--- config.mk ---
export PLATFORM = sky130hd
export DESIGN_NAME = ib_ram_bank_wr_ctrl_flat
export DESIGN_NICKNAME = d
export VERILOG_FILES = /design/src/rtl/ib_ram_bank_wr_ctrl_if.sv /design/src/rtl/ib_ram_bank_wr_ctrl.sv /design/src/flat_wrapper.sv
export SDC_FILE = /design/constraint.sdc
export NUM_CORES = 1
export LEC_CHECK = 0
export BUFFER_PORTS_ARGS = -buffer_cell sky130_fd_sc_hd__buf_2
export CORE_MARGIN = 5
export CORE_UTILIZATION = 40
export CTS_CLUSTER_DIAMETER = 80
export CTS_CLUSTER_SIZE = 20
export DETAILED_ROUTE_END_ITERATION = 8
export PLACE_DENSITY = 0.69
export SYNTH_ARGS = -nofsm -noshare
export SYNTH_HDL_FRONTEND = slang
export SYNTH_SLANG_ARGS = --single-unit
--- constraint.sdc ---
create_clock -name write_clk -period 3.3 [get_ports write_clk]
set_clock_uncertainty 0.05 [all_clocks]
set_input_delay 0.66 -clock write_clk [delete_from_list [all_inputs] [get_ports write_clk]]
set_output_delay 0.66 -clock write_clk [all_outputs]
set_load 0.01 [all_outputs]
--- src/rtl/ib_ram_bank_wr_ctrl_if.sv ---
// ib_ram_bank_wr_ctrl_if: scheduler/ROM/RAM signal bundle for the IB bank write controller
interface ib_ram_bank_wr_ctrl_if #(
   parameter int BANK_NUM = 2,
   parameter int DEPTH    = 128,
   parameter int ITER_MAX = 15
);
   localparam int NB   = DEPTH / BANK_NUM;
   localparam int BA_W = NB > 1 ? $clog2(NB) : 1;
   localparam int RA_W = DEPTH > 1 ? $clog2(DEPTH) : 1;
   localparam int IT_W = $clog2(ITER_MAX + 1);
   logic                iter_rqst;
   logic                iter_termination;
   logic                load_mode;
   logic                rom_port_fetch;
   logic [RA_W-1:0]     rom_addr;
   logic                v3ib_rom_rst;
   logic                ram_mux_en;
   logic                ram_write_en;
   logic [BANK_NUM-1:0] ram_bank_we;
   logic [BA_W-1:0]     ram_waddr;
   logic                iter_update;
   logic [1:0]          busy;
   logic [2:0]          state;
   logic [IT_W-1:0]     iter_cnt;
   logic                load_done;
   modport master (
      output iter_rqst, iter_termination, load_mode,
      input  rom_port_fetch, rom_addr, v3ib_rom_rst, ram_mux_en, ram_write_en,
             ram_bank_we, ram_waddr, iter_update, busy, state, iter_cnt, load_done
   );
   modport slave (
      input  iter_rqst, iter_termination, load_mode,
      output rom_port_fetch, rom_addr, v3ib_rom_rst, ram_mux_en, ram_write_en,
             ram_bank_we, ram_waddr, iter_update, busy, state, iter_cnt, load_done
   );
endinterface

--- src/rtl/ib_ram_bank_wr_ctrl.sv ---
// ib_ram_bank_wr_ctrl: sequences ROM fetches into interleaved RAM bank writes per iteration load
module ib_ram_bank_wr_ctrl #(
   parameter int BANK_NUM    = 2,
   parameter int DEPTH       = 128,
   parameter int ROM_LATENCY = 2,
   parameter int ITER_MAX    = 15
) (
   input logic                   write_clk,
   input logic                   rst,
   ib_ram_bank_wr_ctrl_if.slave  bus
);
   localparam int NB   = DEPTH / BANK_NUM;
   localparam int BA_W = NB > 1 ? $clog2(NB) : 1;
   localparam int RA_W = DEPTH > 1 ? $clog2(DEPTH) : 1;
   localparam int IT_W = $clog2(ITER_MAX + 1);
   localparam int FW   = RA_W + 1;
   typedef enum logic [2:0] {
      IDLE      = 3'b000,
      ROM_FETCH = 3'b001,
      RAM_LOAD  = 3'b010,
      FINISH    = 3'b100
   } state_t;
   state_t          state_q, state_d;
   logic [RA_W-1:0] cnt_q, cnt_d;
   logic [IT_W-1:0] iter_q, iter_d;
   logic            mode_q, mode_d, rqst_q, done_q, done_d;
   logic [FW-1:0]   n_len, fidx;
   logic            fetch, loading, active;
   // One counter serves both phases: fetch cycle in ROM_FETCH, write index in RAM_LOAD
   always_comb begin
      n_len   = mode_q ? FW'(DEPTH) : FW'(NB);
      loading = state_q == RAM_LOAD;
      active  = loading || state_q == ROM_FETCH;
      fidx    = loading ? FW'(cnt_q) + FW'(ROM_LATENCY) : FW'(cnt_q);
      fetch   = state_q == ROM_FETCH || (loading && fidx < n_len);
      state_d = state_q;
      cnt_d   = cnt_q;
      mode_d  = mode_q;
      iter_d  = iter_q;
      done_d  = 1'b0;
      case (state_q)
         IDLE:
            if (bus.iter_rqst && !rqst_q && !bus.iter_termination) begin
               state_d = ROM_FETCH;
               cnt_d   = '0;
               mode_d  = bus.load_mode;
            end
         ROM_FETCH:
            if (bus.iter_termination) state_d = FINISH;
            else if (cnt_q == RA_W'(ROM_LATENCY - 1)) begin
               state_d = RAM_LOAD;
               cnt_d   = '0;
            end else cnt_d = cnt_q + RA_W'(1);
         RAM_LOAD:
            if (bus.iter_termination) state_d = FINISH;
            else if (FW'(cnt_q) == n_len - FW'(1)) begin
               state_d = FINISH;
               done_d  = 1'b1;
               iter_d  = iter_q == IT_W'(ITER_MAX) ? iter_q : iter_q + IT_W'(1);
            end else cnt_d = cnt_q + RA_W'(1);
         FINISH:
            if (!bus.iter_rqst) state_d = IDLE;
         default: state_d = IDLE;
      endcase
   end
   always_ff @(posedge write_clk or posedge rst) begin
      if (rst) begin
         state_q <= IDLE;
         cnt_q   <= '0;
         iter_q  <= '0;
         mode_q  <= 1'b0;
         rqst_q  <= 1'b0;
         done_q  <= 1'b0;
      end else begin
         state_q <= state_d;
         cnt_q   <= cnt_d;
         iter_q  <= iter_d;
         mode_q  <= mode_d;
         rqst_q  <= bus.iter_rqst;
         done_q  <= done_d;
      end
   end
   assign bus.rom_port_fetch = fetch;
   assign bus.rom_addr       = fetch ? RA_W'(fidx) : '0;
   assign bus.v3ib_rom_rst   = state_q == IDLE || state_q == FINISH;
   assign bus.ram_mux_en     = loading;
   assign bus.ram_write_en   = loading;
   assign bus.ram_bank_we    = !loading ? '0 : mode_q ? BANK_NUM'(1) << (cnt_q % RA_W'(BANK_NUM)) : '1;
   assign bus.ram_waddr      = !loading ? '0 : mode_q ? BA_W'(cnt_q / RA_W'(BANK_NUM)) : BA_W'(cnt_q);
   assign bus.iter_update    = active;
   assign bus.busy           = {state_q == FINISH, active};
   assign bus.state          = state_q;
   assign bus.iter_cnt       = iter_q;
   assign bus.load_done      = done_q;
endmodule

--- src/flat_wrapper.sv ---
// flat-port wrapper written by rule: the top's interface ports become plain ports
module ib_ram_bank_wr_ctrl_flat 
#(
   parameter int BANK_NUM    = 2,
   parameter int DEPTH       = 128,
   parameter int ROM_LATENCY = 2,
   parameter int ITER_MAX    = 15
)
  (write_clk, rst, bus_iter_rqst, bus_iter_termination, bus_load_mode, bus_rom_port_fetch, bus_rom_addr, bus_v3ib_rom_rst, bus_ram_mux_en, bus_ram_write_en, bus_ram_bank_we, bus_ram_waddr, bus_iter_update, bus_busy, bus_state, bus_iter_cnt, bus_load_done);
  ib_ram_bank_wr_ctrl_if #(.BANK_NUM(BANK_NUM), .DEPTH(DEPTH), .ITER_MAX(ITER_MAX)) bus_i ();
  input logic write_clk;
  input logic rst;
  input wire logic [$bits(bus_i.iter_rqst)-1:0] bus_iter_rqst;
  input wire logic [$bits(bus_i.iter_termination)-1:0] bus_iter_termination;
  input wire logic [$bits(bus_i.load_mode)-1:0] bus_load_mode;
  output wire logic [$bits(bus_i.rom_port_fetch)-1:0] bus_rom_port_fetch;
  output wire logic [$bits(bus_i.rom_addr)-1:0] bus_rom_addr;
  output wire logic [$bits(bus_i.v3ib_rom_rst)-1:0] bus_v3ib_rom_rst;
  output wire logic [$bits(bus_i.ram_mux_en)-1:0] bus_ram_mux_en;
  output wire logic [$bits(bus_i.ram_write_en)-1:0] bus_ram_write_en;
  output wire logic [$bits(bus_i.ram_bank_we)-1:0] bus_ram_bank_we;
  output wire logic [$bits(bus_i.ram_waddr)-1:0] bus_ram_waddr;
  output wire logic [$bits(bus_i.iter_update)-1:0] bus_iter_update;
  output wire logic [$bits(bus_i.busy)-1:0] bus_busy;
  output wire logic [$bits(bus_i.state)-1:0] bus_state;
  output wire logic [$bits(bus_i.iter_cnt)-1:0] bus_iter_cnt;
  output wire logic [$bits(bus_i.load_done)-1:0] bus_load_done;
  assign bus_i.iter_rqst = bus_iter_rqst;
  assign bus_i.iter_termination = bus_iter_termination;
  assign bus_i.load_mode = bus_load_mode;
  assign bus_rom_port_fetch = bus_i.rom_port_fetch;
  assign bus_rom_addr = bus_i.rom_addr;
  assign bus_v3ib_rom_rst = bus_i.v3ib_rom_rst;
  assign bus_ram_mux_en = bus_i.ram_mux_en;
  assign bus_ram_write_en = bus_i.ram_write_en;
  assign bus_ram_bank_we = bus_i.ram_bank_we;
  assign bus_ram_waddr = bus_i.ram_waddr;
  assign bus_iter_update = bus_i.iter_update;
  assign bus_busy = bus_i.busy;
  assign bus_state = bus_i.state;
  assign bus_iter_cnt = bus_i.iter_cnt;
  assign bus_load_done = bus_i.load_done;
  ib_ram_bank_wr_ctrl #(.BANK_NUM(BANK_NUM), .DEPTH(DEPTH), .ROM_LATENCY(ROM_LATENCY), .ITER_MAX(ITER_MAX)) u_core (.write_clk(write_clk), .rst(rst), .bus(bus_i));
endmodule
* Word-level counts from Yosys, hierarchy flattened
Index checks and enable logic that the tools add are counted.
** Operators by class
- Add/sub/neg operators :: 4
- Order comparisons :: 1
- Eq/ne operators :: 13
- Shift-type cells :: 1
- Multiplexer cells :: 23
- Bitwise operators :: 2
- Reductions and logical operators :: 14
** Operators with widths (number)
- 2-to-1 mux 7 bit :: 6
- case mux 7 bit (3 select lines) :: 1
- 2-to-1 mux 3 bit :: 6
- 2-to-1 mux 8 bit :: 2
- 2-to-1 mux 6 bit :: 2
- case mux 3 bit (4 select lines) :: 1
- adder 7 x 2 -> 8 bit, second input constant :: 1
- equality test 7 x 8 -> 1 bit :: 1
- < comparator 8 bit :: 1
- inequality test 2 bit, second input constant :: 4
- AND reduction 4 bit :: 2
- subtractor 8 x 1 -> 8 bit, second input constant :: 1
- adder 7 x 1 -> 7 bit, second input constant :: 1
- equality test 7 x 1 -> 1 bit, second input constant :: 1
- AND reduction 5 bit :: 1
- adder 4 x 1 -> 4 bit, second input constant :: 1
- equality test 4 bit, second input constant :: 1
- 2-to-1 mux 2 bit :: 2
- equality test 3 x 1 -> 1 bit, second input constant :: 1
- equality test 3 x 2 -> 1 bit, second input constant :: 1
- equality test 3 bit, second input constant :: 1
- logical AND 1 bit :: 3
- zero test 3 bit :: 1
- logical OR 1 bit :: 3
- other kinds (9) :: 13
** Word-level totals
- Bits in registers :: 17
- Bits of input ports :: 5
- Output and inout port bits :: 30
- Word-level logic and storage cells :: 64

* Depth between registers and ports, before layout
- Depth after elaboration :: 6
- Depth in mapped cells :: 10
- Mapped depth without buffers :: 9

* Worst setup path after synthesis
No wires, ideal clock.
- Kind :: reg2out
- Start point :: reg u_core.state_q[2] (netlist: u_core.bus.state[2])
- End point :: out bus_rom_addr[1]
- Arrival time :: 2.863 ns
- Slack :: -0.273 ns
- Stages on the path, launching flop included :: 11
- Buffers on the path :: 2
- Cells stage by stage :: dfrtp_1 > or3b_1 > buf_2 > clkbuf_1 > nor2_1 > and3_1 > ha_1 > or4b_2 > a21oi_1 > a31oi_1 > a21oi_1
** Between the ends
- Word-level cells in the longest chain between the ends :: 6
- Elaborated cells between the ends (all ways) :: 7
- Classes of those cells :: order compare (1); eq/ne (2); mux (2); reduce/logical (2)
** Ends and longest elaborated chain
- from (decl) :: line ib_ram_bank_wr_ctrl.sv:23 : state_t state_q, state_d;
- from (signal assigned) :: line ib_ram_bank_wr_ctrl.sv:75 : state_q <= state_d;
- equality test 3 x 2 -> 1 bit :: line ib_ram_bank_wr_ctrl.sv:32 : loading = state_q == RAM_LOAD;
- 2-to-1 mux 8 bit :: line ib_ram_bank_wr_ctrl.sv:34 : fidx = loading ? FW'(cnt_q) + FW'(ROM_LATENCY) : FW'(cnt_q);
- < comparator 8 bit :: line ib_ram_bank_wr_ctrl.sv:35 : fetch = state_q == ROM_FETCH || (loading && fidx < n_len);
- logical AND 1 bit :: line ib_ram_bank_wr_ctrl.sv:35
- logical OR 1 bit :: line ib_ram_bank_wr_ctrl.sv:35
- 2-to-1 mux 7 bit (*) :: line ib_ram_bank_wr_ctrl.sv:84 : assign bus.rom_addr = fetch ? RA_W'(fidx) : '0;
- to (decl) :: line flat_wrapper.sv:17 : output wire logic [$bits(bus_i.rom_addr)-1:0] bus_rom_addr;
Mark *: on every way between the ends. The rest lies on a longest branch, timed or not.

* Final worst setup path
- Start point :: reg u_core.state_q[0] (netlist: u_core.bus.state[0])
- End point :: out bus_rom_addr[1]
The elaborated chain is that of the path after synthesis.

==> reports/summary.txt <==
status: finished, violations left
failing checks: negative setup slack
Max-Cap Viols: 0
register area: 426.7 µm²
class of the worst hold path: in2async
combinational fraction of design power: 52.4%
maximum clock insertion buffer count: 2
nets: 205
Initial Utilization: 41.86%
share of layout cells above drive strength 1: 38.14%
Sw Ratio: 43.08%
GRT overflow: 0
Filler Cells Inserted: 329
Synth Area in Compound Gates: 16.75%
Cells after DPL: 234
drt wl/cell: 15.11 µm
CTS buffer count: 3
Synth Area in Adders: 4.409%
Core Box Area: 3390 µm²
clock sinks: 17
Tot Pwr: 0.7777 mW
register bit total from synthesis: 17
most common cell in the netlist: nor2_1
Commonest cells post-synth: nor2_1 (18), dfrtp_1 (17), a21oi_1 (11)
WP data arrival: 2640 ps
Syn. warnings: 0
maximum vdd ir drop: 0.1742 mV
main combinational cell family by area after synthesis: simple AND/OR/NAND/NOR gates
post-synth top area share: 29.98%
Worst-Skew Late Latency: 290 ps
Worst Setup SP: u_core.bus.state[0]$_DFFE_PP0P_
area of the multi-input gates: 930.9 µm²
H-tree Lvls: 1
Hold WS: 390.7 ps
sw power: 0.3350 mW
Post-Layout Cell Count: 240
I/O pin total: 35
Peak Freq: 0.2981 GHz
Synth Area in Simple Gates: 29.19%
Main synth FF type: dfrtp_1
FFs w/ async S/R, synth: 100.0%
Die ar.: 4838 µm²
RSZ-0062 raised after global routing: true
sequential share of power: 32.6%
worst flop-to-flop path endpoint: u_core.cnt_q[2]$_DFFE_PP0P_
Die Height: 69.56 µm
Final Hold Viols: 0
vias per std cell: 5.438
Synth Cell Area: 1419 µm²
Worst R2R Setup Slack: 890 ps
total track usage: 15.57%
ANT nets after route: 0
I/O Buffers: 34
synth top area cells: dfrtp_1 (30%), nor2_1 (4.8%), ha_1 (4.4%)
minimum clock period: 3354 ps
sequential area share after synthesis: 29.98%
Slowest-stage cell, CP: or4b_4
number of synthesized flops with an enable pin: 0
largest net degree at the start of global routing: 18
pwr/cell area: 449.1 nW/µm²
Setup CP Type: reg2out
Worst Path Required: 2590 ps
ant diodes: 0
cell taking the most area after synthesis: dfrtp_1
Worst Reg-to-Reg Cells: 5
worst-path maximum fanout: 7
Final Util: 51.09%
LEAKAGE: 0.7894 nW
final RePlAce weighted congestion: 0.7760
Final WS setup: -54.17 ps
XOR/XNOR share of the synthesized area: 4.233%
post-synthesis mux area share: 5.820%
die width: 69.56 µm
Max Slew Vio Count: 0
Internal: 0.4427 mW
Mean Syn Cell Area: 8.868 µm²
crit path cell chain: or3b_4 -> nor2_4 -> and3_4 -> ha_4 -> or4b_4 -> a21oi_4 -> a31oi_4 -> a21oi_2 -> buf_2
Worst Tran Pin Value: 676.4 ps
Detail Placement HPWL: 2.697 mm
drt pass-1 iters: 4
initial antenna violation count: 0
Reg-to-Reg Start: u_core.cnt_q[0]$_DFFE_PP0P_
pre-CTS setup slack: 145.1 ps
CP endpoint: bus_rom_addr[1]
number of core rows: 21
TritonCTS clock tree: built
final setup fails: 3
number of global-route vias before repair: 1317
part of the power in the clock network: 15.0%
post-synthesis cell count: 160
Vias: 1305
global-route wire length before repair: 6.251 mm
initial DRC count: 95
post-synth net total: 170
relative slew slack: 54.86%
Tcrit/Tclk final: 101.6%
CP startpoint kind: register
DRC: 0
hold_buf cts: 0
post-synth cell types: 51
P&R area growth vs syn: 22.05%
clk root buf: clkbuf_4
max incr delay on CP: 490 ps
Post-Route WL: 3.626 mm
Worst-path clk slew: 100 ps
CP Capture Type: output port
timing repair:
action | in CTS | in global routing
buffers inserted | 1 | 1
gates resized for setup | 4 | 0
gates cloned | 0 | 0
pin swaps | 8 | 4
endpoints found under the setup margin | 8 | 8
worst min-delay path by stage:
stage               slack [ps]  cells after the start                                  to
floorplan                  500                      1  u_core.bus.iter_cnt[0]$_DFFE_PP0P_
global placement           460                      1  u_core.bus.iter_cnt[0]$_DFFE_PP0P_
detailed placement         480                      1  u_core.bus.iter_cnt[0]$_DFFE_PP0P_
CTS                        410                      2  u_core.bus.iter_cnt[3]$_DFFE_PP0P_
global route               450                      2  u_core.bus.iter_cnt[2]$_DFFE_PP0P_
finish                     390                      2  u_core.bus.iter_cnt[3]$_DFFE_PP0P_
through the flow:
step / area [µm²] / setup TNS [ps]
3_5_place_dp: 1663 / 0
4_1_cts: 1724 / -556.7
6_report: 1732 / -75.31
2_1_floorplan: 1483 / 0
5_1_grt: 1732 / -493.5
3_3_place_gp: 1663 / 0
area by class of cell:
type                            instances  area share [%]
Sequential cell                        17           24.64
Multi-Input combinational cell        119           53.76
Inverter                                8           1.734
Tap cell                               46           3.324
Timing Repair Buffer                   46           15.03
Clock buffer                            4           1.517
cells by family after synthesis:
family | count (synthesis)
AOI/OAI and AO/OA | 33
xor gates and xnor gates | 6
adders and majority gates | 5
buffers and inverters | 24
DFF | 17
muxes | 8
and+or+nand+nor | 67
power groups by stage:
stage | combinational, mW | sequential (mW) | clock (mW)
global placement | 0.381 | 0.256 | 0
CTS | 0.401 | 0.254 | 0.118
detailed placement | 0.390 | 0.257 | 0
finish | 0.408 | 0.253 | 0.117
floorplan | 0.280 | 0.260 | 0
global route | 0.447 | 0.256 | 0.127
layout by cell type, fill, tap and decap left out, types with 4 or more instances in the layout:
cell | Yosys | final
buf_2 | 4 | 34
nor2_2 | 0 | 4
nor2_1 | 18 | 13
mux2i_1 | 6 | 6
dfrtp_1 | 17 | 16
buf_4 | 7 | 12
o31ai_1 | 4 | 4
nand2_1 | 9 | 9
inv_1 | 8 | 8
a21oi_1 | 11 | 9
ha_1 | 5 | 4
nor3_1 | 4 | 4
nand3_1 | 4 | 4
sequential cells by signal, summed over array words and instances (netlist names):
| name | flops |
|---|---|
| u_core.mode_q | 1 |
| u_core.rqst_q | 1 |
| u_core.bus.iter_cnt | 4 |
| u_core.cnt_q | 7 |
| u_core.bus.state | 3 |
| u_core.bus.load_done | 1 |
critical path, delay by kind of cell, from the launching register on:
| kind | cells | cell delay, ps |
|---|---|---|
| AO/OA/AOI/OAI | 3 | 410 |
| adder cells (fa/ha/maj) | 1 | 190 |
| buffers and inverters | 1 | 140 |
| flip-flops | 1 | 390 |
| AND/OR/NAND/NOR | 4 | 1200 |
routing by layer:
metal / vias to the layer above / GRT usage [%] / wire, µm
li1: 638 / - / -
met4: 0 / 6.725 / 21
met1: 621 / 18.85 / 1564
met3: 2 / 3.333 / 222
met2: 44 / 26.38 / 1817
met5: - / 0 / 0
(Power assumes the default switching activity.)
